### config.mk
export PLATFORM = sky130hd
export DESIGN_NAME = encoder_param_ctrl_flat
export DESIGN_NICKNAME = d
export VERILOG_FILES = /design/src/rtl/encoder_ui_pkg.sv /design/src/rtl/encoder_param_ctrl_if.sv /design/src/rtl/encoder_param_ctrl_event_sync.sv /design/src/rtl/encoder_param_ctrl.sv /design/src/flat_wrapper.sv
export SDC_FILE = /design/constraint.sdc
export NUM_CORES = 1
export LEC_CHECK = 0
export BUFFER_PORTS_ARGS = -buffer_cell sky130_fd_sc_hd__clkbuf_2
export CAP_MARGIN = 20
export CORE_UTILIZATION = 52
export DETAILED_ROUTE_END_ITERATION = 8
export GPL_ROUTABILITY_DRIVEN = 0
export PLACE_DENSITY = 0.82
export REMOVE_ABC_BUFFERS = 1
export SYNTH_ARGS = -nofsm -noshare
export SYNTH_HDL_FRONTEND = slang
export SYNTH_SLANG_ARGS = --single-unit
### constraint.sdc
create_clock -name clk -period 2.1 [get_ports clk]
set_input_delay 0 -clock clk [delete_from_list [all_inputs] [get_ports clk]]
set_output_delay 0 -clock clk [all_outputs]
set_load 0.02 [all_outputs]
### src/rtl/encoder_ui_pkg.sv
// Shared encoder-UI constants, FSM encoding and the bounded step helper.
// PARAM_WRAP_EN: when defined, EDIT-mode steps wrap at the bounds instead of saturating.
package encoder_ui_pkg;

    localparam logic [1:0] ENC_IDLE  = 2'b00;
    localparam logic [1:0] ENC_CW    = 2'b01;
    localparam logic [1:0] ENC_CCW   = 2'b10;
    localparam logic [1:0] ENC_PRESS = 2'b11;

    localparam logic [1:0] SEL_VOL    = 2'd0;
    localparam logic [1:0] SEL_OCT    = 2'd1;
    localparam logic [1:0] SEL_TIMBRE = 2'd2;

    typedef enum logic {
        SELECT = 1'b0,
        EDIT   = 1'b1
    } ui_state_e;

    // Values are zero-extended to 5 bits; the step itself is done one bit wider so
    // overflow past max and borrow below 0 are both visible before bounding.
    function automatic logic [4:0] param_step(input logic [4:0] cur, input logic [4:0] max,
                                              input logic up);
        logic [5:0] ext;
        logic [4:0] res;
        if (up) begin
            ext = {1'b0, cur} + 6'd1;
`ifdef PARAM_WRAP_EN
            res = (ext > {1'b0, max}) ? 5'd0 : ext[4:0];
`else
            res = (ext > {1'b0, max}) ? max : ext[4:0];
`endif
        end else begin
            ext = {1'b0, cur} - 6'd1;
`ifdef PARAM_WRAP_EN
            res = ext[5] ? max : ext[4:0];
`else
            res = ext[5] ? 5'd0 : ext[4:0];
`endif
        end
        return res;
    endfunction

endpackage

### src/rtl/encoder_param_ctrl_if.sv
// Encoder code in, user parameters and UI state out.
interface encoder_param_ctrl_if;
    logic [1:0] enc_code;
    logic [3:0] volume;
    logic [2:0] octave;
    logic [1:0] timbre;
    logic [1:0] sel;
    logic       edit_mode;
    logic       param_upd;

    modport master (output enc_code, input volume, octave, timbre, sel, edit_mode, param_upd);
    modport slave  (input enc_code, output volume, octave, timbre, sel, edit_mode, param_upd);
endinterface

### src/rtl/encoder_param_ctrl_event_sync.sv
// Synchronises the level-held encoder code, filters skew and emits one-cycle event pulses.
module enc_event_sync
    import encoder_ui_pkg::*;
(
    input  logic       clk,
    input  logic       rst,
    input  logic [1:0] code,
    output logic       ev_cw,
    output logic       ev_ccw,
    output logic       ev_press
);
    logic [1:0] s1, s2, s3;
    logic [1:0] acc_code, last;
    logic       acc_vld, primed;
    logic [2:0] vld_pipe;

    // vld_pipe marks which of s1..s3 hold real samples since reset. The first stable
    // code after reset only seeds 'last', so a code held across reset makes no event.
    always_ff @(posedge clk) begin
        if (rst) begin
            s1       <= 2'b00;
            s2       <= 2'b00;
            s3       <= 2'b00;
            vld_pipe <= 3'b000;
            acc_vld  <= 1'b0;
            acc_code <= 2'b00;
            last     <= 2'b00;
            primed   <= 1'b0;
            ev_cw    <= 1'b0;
            ev_ccw   <= 1'b0;
            ev_press <= 1'b0;
        end else begin
            s1       <= code;
            s2       <= s1;
            s3       <= s2;
            vld_pipe <= {vld_pipe[1:0], 1'b1};
            acc_vld  <= vld_pipe[2] && (s2 == s3);
            acc_code <= s2;
            ev_cw    <= 1'b0;
            ev_ccw   <= 1'b0;
            ev_press <= 1'b0;
            if (acc_vld) begin
                if (!primed) begin
                    primed <= 1'b1;
                    last   <= acc_code;
                end else if (acc_code != last) begin
                    last     <= acc_code;
                    ev_cw    <= (acc_code == ENC_CW);
                    ev_ccw   <= (acc_code == ENC_CCW);
                    ev_press <= (acc_code == ENC_PRESS);
                end
            end
        end
    end
endmodule

### src/rtl/encoder_param_ctrl.sv
// Two-mode encoder UI: SELECT navigates sel, EDIT steps volume/octave/timbre, with idle timeout.
// PARAM_WRAP_EN (see encoder_ui_pkg::param_step) makes EDIT steps wrap instead of saturate.
module encoder_param_ctrl
    import encoder_ui_pkg::*;
#(
    parameter int VOL_MAX     = 15,
    parameter int VOL_RESET   = 8,
    parameter int OCT_MAX     = 6,
    parameter int OCT_RESET   = 3,
    parameter int TIMBRE_MAX  = 3,
    parameter int TIMEOUT_CYC = 500_000_000
) (
    input  logic                 clk,
    input  logic                 rst,
    encoder_param_ctrl_if.slave  bus
);
    localparam int CNT_W = (TIMEOUT_CYC > 0) ? $clog2(TIMEOUT_CYC + 1) : 1;

    logic       ev_cw, ev_ccw, ev_press, any_ev, step_ev;
    ui_state_e  state, state_n;
    logic [1:0] sel_q, sel_n;
    logic [3:0] vol_q, vol_n;
    logic [2:0] oct_q, oct_n;
    logic [1:0] tim_q, tim_n;
    logic       upd_q, upd_n;
    logic [CNT_W-1:0] cnt_q, cnt_n;
    logic [4:0] vol_step, oct_step, tim_step;

    enc_event_sync u_sync (
        .clk      (clk),
        .rst      (rst),
        .code     (bus.enc_code),
        .ev_cw    (ev_cw),
        .ev_ccw   (ev_ccw),
        .ev_press (ev_press)
    );

    assign any_ev  = ev_cw | ev_ccw | ev_press;
    assign step_ev = ev_cw | ev_ccw;

    assign vol_step = param_step({1'b0, vol_q}, 5'(VOL_MAX), ev_cw);
    assign oct_step = param_step({2'b0, oct_q}, 5'(OCT_MAX), ev_cw);
    assign tim_step = param_step({3'b0, tim_q}, 5'(TIMBRE_MAX), ev_cw);

    always_ff @(posedge clk) begin
        if (rst) begin
            state <= SELECT;
            sel_q <= SEL_VOL;
            vol_q <= 4'(VOL_RESET);
            oct_q <= 3'(OCT_RESET);
            tim_q <= 2'd0;
            upd_q <= 1'b0;
            cnt_q <= '0;
        end else begin
            state <= state_n;
            sel_q <= sel_n;
            vol_q <= vol_n;
            oct_q <= oct_n;
            tim_q <= tim_n;
            upd_q <= upd_n;
            cnt_q <= cnt_n;
        end
    end

    always_comb begin
        state_n = state;
        sel_n   = sel_q;
        vol_n   = vol_q;
        oct_n   = oct_q;
        tim_n   = tim_q;
        upd_n   = 1'b0;
        cnt_n   = cnt_q;
        case (state)
            SELECT: begin
                cnt_n = '0;
                if (ev_cw)
                    sel_n = (sel_q == SEL_TIMBRE) ? SEL_VOL : sel_q + 2'd1;
                else if (ev_ccw)
                    sel_n = (sel_q == SEL_VOL) ? SEL_TIMBRE : sel_q - 2'd1;
                else if (ev_press)
                    state_n = EDIT;
            end
            EDIT: begin
                if (any_ev) begin
                    // An event always beats a coinciding timeout.
                    cnt_n = '0;
                    if (ev_press) begin
                        state_n = SELECT;
                    end else if (step_ev) begin
                        case (sel_q)
                            SEL_VOL: if (vol_step != {1'b0, vol_q}) begin
                                vol_n = vol_step[3:0];
                                upd_n = 1'b1;
                            end
                            SEL_OCT: if (oct_step != {2'b0, oct_q}) begin
                                oct_n = oct_step[2:0];
                                upd_n = 1'b1;
                            end
                            SEL_TIMBRE: if (tim_step != {3'b0, tim_q}) begin
                                tim_n = tim_step[1:0];
                                upd_n = 1'b1;
                            end
                            default: ;
                        endcase
                    end
                end else if (TIMEOUT_CYC != 0) begin
                    if (cnt_q == CNT_W'(TIMEOUT_CYC - 1)) begin
                        state_n = SELECT;
                        cnt_n   = '0;
                    end else begin
                        cnt_n = cnt_q + CNT_W'(1);
                    end
                end
            end
            default: state_n = SELECT;
        endcase
    end

    assign bus.volume    = vol_q;
    assign bus.octave    = oct_q;
    assign bus.timbre    = tim_q;
    assign bus.sel       = sel_q;
    assign bus.edit_mode = (state == EDIT);
    assign bus.param_upd = upd_q;
endmodule

### src/flat_wrapper.sv
// flat-port wrapper written by rule: the top's interface ports become plain ports
module encoder_param_ctrl_flat import encoder_ui_pkg::*;
#(
    parameter int VOL_MAX     = 15,
    parameter int VOL_RESET   = 8,
    parameter int OCT_MAX     = 6,
    parameter int OCT_RESET   = 3,
    parameter int TIMBRE_MAX  = 3,
    parameter int TIMEOUT_CYC = 500_000_000
)
  (clk, rst, bus_enc_code, bus_volume, bus_octave, bus_timbre, bus_sel, bus_edit_mode, bus_param_upd);
  encoder_param_ctrl_if bus_i ();
  input  logic clk;
  input  logic rst;
  input wire logic [$bits(bus_i.enc_code)-1:0] bus_enc_code;
  output wire logic [$bits(bus_i.volume)-1:0] bus_volume;
  output wire logic [$bits(bus_i.octave)-1:0] bus_octave;
  output wire logic [$bits(bus_i.timbre)-1:0] bus_timbre;
  output wire logic [$bits(bus_i.sel)-1:0] bus_sel;
  output wire logic [$bits(bus_i.edit_mode)-1:0] bus_edit_mode;
  output wire logic [$bits(bus_i.param_upd)-1:0] bus_param_upd;
  assign bus_i.enc_code = bus_enc_code;
  assign bus_volume = bus_i.volume;
  assign bus_octave = bus_i.octave;
  assign bus_timbre = bus_i.timbre;
  assign bus_sel = bus_i.sel;
  assign bus_edit_mode = bus_i.edit_mode;
  assign bus_param_upd = bus_i.param_upd;
  encoder_param_ctrl #(.VOL_MAX(VOL_MAX), .VOL_RESET(VOL_RESET), .OCT_MAX(OCT_MAX), .OCT_RESET(OCT_RESET), .TIMBRE_MAX(TIMBRE_MAX), .TIMEOUT_CYC(TIMEOUT_CYC)) u_core (.clk(clk), .rst(rst), .bus(bus_i));
endmodule
* After elaboration in Yosys (flattened, before gate mapping)
Index checks and enable logic that the tools add are counted.
Storage, ports and cells: memories 0, output and inout bits 13, RAM bits 0, input port bits 4, latch bits 0, register bits 58, ROM bits 0
Cells by class: reductions and logical operators 10, $add $sub $neg 9, shift operators 0, $mul 0, equality and inequality tests 12, bitwise operators 9, div/mod/pow operators 0, order comparisons 3, multiplexer cells 30
Operators by type and width (count):
- $mux 29 | 2
- $pmux 29 s2 | 1
- $mux 5 | 9
- $add 29x1->29 const B | 1
- $eq 29x29->1 const B | 1
- $reduce_and 6->1 | 3
- $mux 2 | 6
- $mux 1 | 10
- $not 1->1 | 7
- $eq 2x2->1 const B | 3
- $gt 6x2->1 const B | 1
- $gt 6x3->1 const B | 1
- $gt 6x4->1 const B | 1
- $add 4x1->5 const B | 1
- $ne 5x2->1 | 1
- $ne 5x3->1 | 1
- $ne 5x4->1 | 1
- $reduce_or 5->1 | 1
- $sub 4x1->5 const B | 1
- $add 3x1->4 const B | 1
- $eq 2x1->1 const B | 2
- $reduce_and 2->1 | 2
- $reduce_or 4->1 | 1
- $sub 3x1->4 const B | 1
- other kinds (13) | 14

* Logic depth before layout (Yosys ltp)
Gate-level depths: netlist (run 1).
depth after elaboration 7, mapped depth 9

* Cells and area by module
A second synthesis (run 1) with hierarchy kept.
Unflattened totals: cell total of the unflattened synthesis 344, area total of the unflattened synthesis 2936.6 sq um
Modules (own cells, without submodules):
- encoder_param_ctrl | cells each 301, area an instance 2438.6 sq um, times used 1
- enc_event_sync | cells each 43, area an instance 498.0 sq um, times used 1

* Least setup slack after synthesis (run 1)
No wires, ideal clock.
path kind register to register, from reg u_core.oct_q[1] (netlist: u_core.bus.octave[1]), to reg u_core.oct_q[1] (netlist: u_core.bus.octave[1]), setup time 0.122 ns, required time 1.978 ns, arrival 1.965 ns, slack 0.013 ns, cell stages (with the launch flop) 10, clock period less this slack 2.087 ns, cell sequence dfxtp_1 clkbuf_1 inv_1 ha_1 nor2_1 o21ai_0 o221ai_1 a21oi_1 and4_1 o21ai_1
On the way: word-level cells in the longest chain between the ends 6, elaborated cells on any way between the ends 8, classes of those cells 2 x add/sub; 1 x order compare; 1 x eq/ne; 3 x mux; 1 x reduce/logical
RTL lines:
- start: declaration | line encoder_param_ctrl.sv:23 | logic [2:0] oct_q, oct_n;
- start signal: assignment | line encoder_param_ctrl.sv:50 | oct_q <= 3'(OCT_RESET);
- start signal: assignment | line encoder_param_ctrl.sv:58 | oct_q <= oct_n;
- $add 3x1->4 | line encoder_ui_pkg.sv:26 | ext = {1'b0, cur} + 6'd1;
- $gt 6x3->1 | line encoder_ui_pkg.sv:30 | res = (ext > {1'b0, max}) ? max : ext[4:0];
- $mux 5 | line encoder_ui_pkg.sv:30
- $mux 5 | line encoder_ui_pkg.sv:25 | if (up) begin
- $ne 5x3->1 | line encoder_param_ctrl.sv:95 | SEL_OCT: if (oct_step != {2'b0, oct_q}) begin
- $reduce_and 6->1 (no source line)
Parallel ways exist; a longest one is shown, timed or not. A chain may end at the register's enable or synchronous reset.

* Worst setup path in the final report (run 1)
from reg u_core.vol_q[0] (netlist: u_core.bus.volume[0]), to reg u_core.vol_q[0] (netlist: u_core.bus.volume[0])
On the way: word-level cells in the longest chain between the ends 6, elaborated cells on any way between the ends 8, classes of those cells 2 x add/sub; 1 x order compare; 1 x eq/ne; 3 x mux; 1 x reduce/logical
RTL lines:
- start: declaration | line encoder_param_ctrl.sv:22 | logic [3:0] vol_q, vol_n;
- start signal: assignment | line encoder_param_ctrl.sv:49 | vol_q <= 4'(VOL_RESET);
- start signal: assignment | line encoder_param_ctrl.sv:57 | vol_q <= vol_n;
- $add 4x1->5 | line encoder_ui_pkg.sv:26
- $gt 6x4->1 | line encoder_ui_pkg.sv:30
- $mux 5 | line encoder_ui_pkg.sv:30
- $mux 5 | line encoder_ui_pkg.sv:25
- $ne 5x4->1 | line encoder_param_ctrl.sv:91 | SEL_VOL: if (vol_step != {1'b0, vol_q}) begin
- $reduce_and 6->1 (no source line)
Parallel ways exist; a longest one is shown, timed or not.

==> results of run 1 <==
==> worst max path at each step <==
stage	startpoint	to	slack (ps)	depth (start not counted)
4_1_cts	u_core.bus.volume[0]$_SDFFE_PP0P_	u_core.bus.volume[0]$_SDFFE_PP0P_	50	8
5_1_grt	u_core.bus.octave[0]$_SDFFE_PP1P_	u_core.bus.octave[1]$_SDFFE_PP1P_	7	8
2_1_floorplan	u_core.bus.octave[1]$_SDFFE_PP1P_	u_core.bus.octave[1]$_SDFFE_PP1P_	100	8
6_report	u_core.bus.volume[0]$_SDFFE_PP0P_	u_core.bus.volume[0]$_SDFFE_PP0P_	110	7
3_5_place_dp	u_core.bus.volume[0]$_SDFFE_PP0P_	u_core.bus.volume[0]$_SDFFE_PP0P_	10	8
3_3_place_gp	u_core.bus.volume[0]$_SDFFE_PP0P_	u_core.bus.volume[3]$_SDFFE_PP1P_	150	8
==> worst reg2reg max path: cells and delay by family, from the launching register on <==
| family | cells | cell delay [ps] |
|---|---|---|
| buffers and inverters | 1 | 60 |
| DFF | 1 | 390 |
| AOI/OAI and AO/OA | 5 | 1110 |
| adders and majority gates | 1 | 340 |
==> registers in the layout, summed over array words and instances (netlist names) <==
signal	count
u_core.u_sync.primed	1
u_core.u_sync.acc_code	2
u_core.bus.edit_mode	1
u_core.bus.param_upd	1
u_core.u_sync.s1	2
u_core.bus.sel	2
u_core.u_sync.s2	2
u_core.bus.volume	4
u_core.u_sync.last	2
u_core.u_sync.vld_pipe	3
u_core.u_sync.ev_cw	1
u_core.cnt_q	29
u_core.u_sync.acc_vld	1
u_core.bus.octave	3
u_core.u_sync.ev_ccw	1
u_core.bus.timbre	2
u_core.u_sync.ev_press	1
==> power breakdown <==
| part | switching, uW | internal, uW | total (uW) |
|---|---|---|---|
| clock | 433 | 576 | 1010 |
| sequential | 4.15 | 1110 | 1110 |
| combinational | 12.5 | 10.8 | 23.3 |
| total | 449 | 1700 | 2140 |
==> timing repair <==
| action | CTS | global route |
|---|---|---|
| gates resized for setup | 2 | 3 |
| setup endpoints to repair | 2 | 4 |
| endpoints found under the hold margin | 2 | 0 |
| hold buffers | 2 | 0 |
| pin swaps | 1 | 1 |
==> stage by stage <==
stage,cell area [um2],hold slack (ps),utilization [%]
after floorplan,2850,69.1,-
after global placement,3070,208,58.6
after detailed placement,3070,216,58.6
after CTS,3280,145,62.7
after global routing,3290,179,62.8
final,3290,160,62.8
==> cell families after synthesis <==
| logic type | count (synthesis) | synth area share [%] |
|---|---|---|
| XOR/XNOR | 23 | 6.94 |
| AND/OR/NAND/NOR | 152 | 29.1 |
| adder cells (fa/ha/maj) | 12 | 5.17 |
| flip-flops | 58 | 40.0 |
| AO/OA/AOI/OAI | 60 | 12.9 |
| multiplexers | 6 | 2.11 |
| buffers and inverters | 25 | 3.75 |
==> cell usage after synthesis, types with 7 or more instances <==
cell type / number / area (um2)
and3_1: 8 / 50.1
nand2_1: 27 / 101
a21oi_1: 16 / 80.1
nor2_1: 42 / 158
nor3_1: 7 / 35.0
nand4_1: 9 / 56.3
dfxtp_1: 58 / 1160
ha_1: 12 / 150
inv_1: 14 / 52.6
xnor2_1: 11 / 96.3
nor2b_1: 9 / 56.3
nand3_1: 12 / 60.1
xor2_1: 12 / 105
o21ai_0: 19 / 95.1
==> area by class of cell <==
cell class	instances	area, um2
sequential	58	1170
clock inverter	5	53.8
inverter	14	52.6
tap	70	87.6
fill	454	1950
timing repair buffer	25	153
clock buffer	11	141
multi-input combinational	253	1630
==> per-layer routing <==
metal | wire length, um | GRT usage, %
met5 | 0 | 0
met4 | 83 | 10.4
met3 | 275 | 7.86
met2 | 2640 | 33.3
met1 | 2550 | 23.3
==> impl_metrics.ini, run 1 <==
[route]
dr.pass1.iters = 4
drc = 0
viasPerCell = 5.49
drtIter0Drc = 70
antenna_left = 0
routed_wl_mm = 5.55
num_vias = 2394
routedWlPerCell_um = 12.7

[clock_network]
cts_sinks = 58
numCtsBuffers = 9
clockRootBuffer = clkbuf_8
clkLatencyLatePin_ps = 340
clk_pin_slew_ps = 60
clockBufferDepth = 2
postCtsSetupBuffers = 0
cts_max_level = 3
cts_tree = yes

[floorplan]
initial_core_util_pct = 55.4
num_io_pins = 17
coreArea_um2 = 5240
num_rows = 26
die_w_um = 76.7
die_height_um = 76.7
die_area_um2 = 5890

[cells_and_area]
syn2layout_area_growth_pct = 13.2
fin_nets = 377
layout_commonest_cell = dfxtp_1
fin_cells = 436
layout_common_cells = dfxtp_1, nor2_1, nand2_1
final_layout_size_suffix_gt1_share_pct = 16.9
diodes = 0

[global_route]
grt_max_degree = 24
grt_first_pass_wirelength_mm = 9.53
grt_usage_pct = 20.5
grt_pass1_vias = 2214
grt-ovfl-total = 0
antenna_found_initial = 0

[yosys]
synth_edf_count = 0
yosys.cell_types.count = 55
synth_flop_cell = dfxtp_1
synthCells = 336
syn_avg_cell_area_um2 = 8.64
ys_async_sr_fraction_pct = 0
yosysSeqAreaShare_pct = 40.0
synth_seq_cells = 58
yosysWarningCount = 0
netlist_area_um2 = 2900

[placed_design]
dp_cells = 418
place_ws_ps = 12.8
io_buffers = 16
dp.final_hpwl_mm = 3.85

[flow_run]
cap_viol_max_count = 0

[sta]
worst_slack_ps = 107
relSlewSlack_pct = 67.8
finalSetupTns_ps = 0
fmax_mhz = 502
final.setup_skew_ps = 3.86
tightest_slew_ps = 483
grt_setup_unrepaired = no
setup_viol = 0
fin_crit_ps = 1990
slew_violations = 0
hold_viol = 0
post-route-period-util_pct = 94.9

[status]
outcome = finished, final reports clean

[power]
power.density_nw_per_um2 = 652
p_leak_uw = 0.00122
vdd_drop_max_v = 0.000557
power_uw = 2140

[setup_path]
cp_max_fo = 8
cp.arrival_ps = 2240
worstSetupPathType = reg -> reg
critical_path.max_stage_delay_ps = 390
cp_cell_sequence = inv_1 > ha_1 > a211o_1 > a31oi_1 > o21ai_2 > a211o_1 > a31oi_1
required_ps = 2350
crit_buf_inv = 1
r2r-start = u_core.bus.volume[0]$_SDFFE_PP0P_
cp_top_family = compound AO/OA/AOI/OAI gates
end_kind = flip-flop
r2r_setup_slack_ps = 110
crit_path_start_kind = flip-flop
reg2reg_depth = 7
r2r-end = u_core.bus.volume[0]$_SDFFE_PP0P_
cp_slowest_cell = dfxtp_2

[hold_path]
min_from = rst
worstHoldPathType = in -> reg
hold_path_end = u_core.u_sync.last[0]$_SDFFE_PP0P_
min_path_cells = 2
Power figures use the tool's default switching activity.
==> run 2: changes to the inputs <==
- PLACE_DENSITY: 0.82 -> not set
- PLACE_DENSITY_LB_ADDON: not set -> 0.3
==> impl_metrics.ini, run 2 (same netlist as run 1, synthesis figures left out) <==
[sta]
final.setup_skew_ps = 10.4
hold_viol = 0
post-route-period-util_pct = 93.7
holdWs_ps = 155
fin_crit_ps = 1970
slew_violations = 0
relSlewSlack_pct = 67.9
worst_slack_ps = 132
setup_viol = 0
grt_setup_unrepaired = yes
fmax_mhz = 508
finalSetupTns_ps = 0
tightest_slew_ps = 477

[clock_network]
clockBufferDepth = 2
cts_sinks = 58
clockRootBuffer = clkbuf_8
postCtsSetupBuffers = 0
clkLatencyLatePin_ps = 340
cts_tree = yes
numCtsBuffers = 9
cts_max_level = 3
clk_pin_slew_ps = 60

[cells_and_area]
syn2layout_area_growth_pct = 13.2
top_register = u_core.cnt_q
layout_common_cells = dfxtp_1, nor2_1, nand2_1
design_area_um2 = 3290
multi_input_area_um2 = 1650
diodes = 0
final_layout_size_suffix_gt1_share_pct = 16.8
largest_reg_flops = 29
final_core_util_pct = 62.8
layout_commonest_cell = dfxtp_1
fin_nets = 376
fill_cells = 447
ff_latch_area_um2 = 1160

[power]
sequentialPowerShare_pct = 52.4
switchingPower_uw = 433
power.density_nw_per_um2 = 646
p_leak_uw = 0.00121
vdd_drop_max_v = 0.000540
clkPwrFrac_pct = 46.5
pwr-share-comb_pct = 1.1
switching_share_pct = 20.4
p_int_uw = 1690

[setup_path]
end_kind = flip-flop
crit_path_start_kind = flip-flop
cp_slowest_cell = dfxtp_2
cp_cell_sequence = inv_1 > ha_1 > a211o_1 > a31oi_2 > o21ai_4 > a211o_1 > a31oi_1
crit_buf_inv = 1
cp.arrival_ps = 2220
cp_top_family = compound AO/OA/AOI/OAI gates
required_ps = 2350
cp_common_cell = a211o_1
worstSetupPathType = reg -> reg
cp_max_fo = 6
critical_path.max_stage_delay_ps = 380

[floorplan]
die_height_um = 76.7
die_area_um2 = 5890
coreArea_um2 = 5240
initial_core_util_pct = 55.4
die_w_um = 76.7
num_rows = 26
num_io_pins = 17

[global_route]
grt_pass1_vias = 2174
grt_usage_pct = 20.7
grt_first_pass_wirelength_mm = 9.65
antenna_found_initial = 0
grt-ovfl-total = 0
grt_max_degree = 24

[route]
routed_wl_mm = 5.54
drc = 0
dr.pass1.iters = 4
routedWlPerCell_um = 12.8
viasPerCell = 5.48
antenna_left = 0
num_vias = 2379
drtIter0Drc = 85

[placed_design]
dp.final_hpwl_mm = 3.91
io_buffers = 16
dpl-instance-area_um2 = 3060
place_ws_ps = 52.9

[status]
outcome = finished, final reports clean

[hold_path]
worstHoldPathType = in -> reg

[flow_run]
cap_viol_max_count = 0
run 2: timing repair:
item / CTS / global route
endpoints found under the setup margin: 0 / 5
gates resized for setup: 0 / 8
endpoints found under the hold margin: 2 / 0
hold buffers: 2 / 0
run 2: area by class of cell:
class	count	area share, %
Clock buffer	12	4.42
Inverter	14	1.60
Multi-Input combinational cell	253	50.2
Clock inverter	3	1.22
Timing Repair Buffer	24	4.42
Tap cell	70	2.66
Sequential cell	58	35.4
run 2: path summary, 6_finish.rpt:
path	start	to	slack, ps	depth (start not counted)
min reg2reg	u_core.u_sync.s1[1]$_SDFF_PP0_	u_core.u_sync.s2[1]$_SDFF_PP0_	440	1
max	u_core.bus.volume[1]$_SDFFE_PP0P_	u_core.bus.volume[0]$_SDFFE_PP0P_	130	7
max reg2reg	u_core.bus.volume[1]$_SDFFE_PP0P_	u_core.bus.volume[0]$_SDFFE_PP0P_	130	7
min	rst	u_core.bus.volume[0]$_SDFFE_PP0P_	160	2
run 2: metrics by stage:
| stage | power [uW] | std cells |
|---|---|---|
| CTS | 2150 | 434 |
| finish | 2120 | 434 |
| global route | 2200 | 434 |
| floorplan | 1150 | 325 |
| global placement | 1160 | 417 |
| detailed placement | 1160 | 417 |
run 2: power groups by stage:
stage	registers (uW)	logic (uW)	clock network (uW)
floorplan	1140	9.74	0
global placement	1140	20.4	0
detailed placement	1140	21.0	0
CTS	1110	23.9	1020
global route	1110	26.4	1060
finish	1110	23.4	986
run 2: routing by layer:
| metal | vias to the layer above | routed length (um) | global-route usage, % |
|---|---|---|---|
| met2 | 49 | 2580 | 34.1 |
| met5 | - | 0 | 0 |
| met1 | 1085 | 2670 | 24.9 |
| met3 | 7 | 229 | 7.14 |
| li1 | 1238 | - | - |
| met4 | 0 | 52 | 7.12 |
run 2: worst reg2reg max path: stages, from the launching register on:
cell and delay [ps]:
dfxtp_2 380, inv_1 90, ha_1 330, a211o_1 290, a31oi_2 260, o21ai_4 120, a211o_1 280, a31oi_1 150
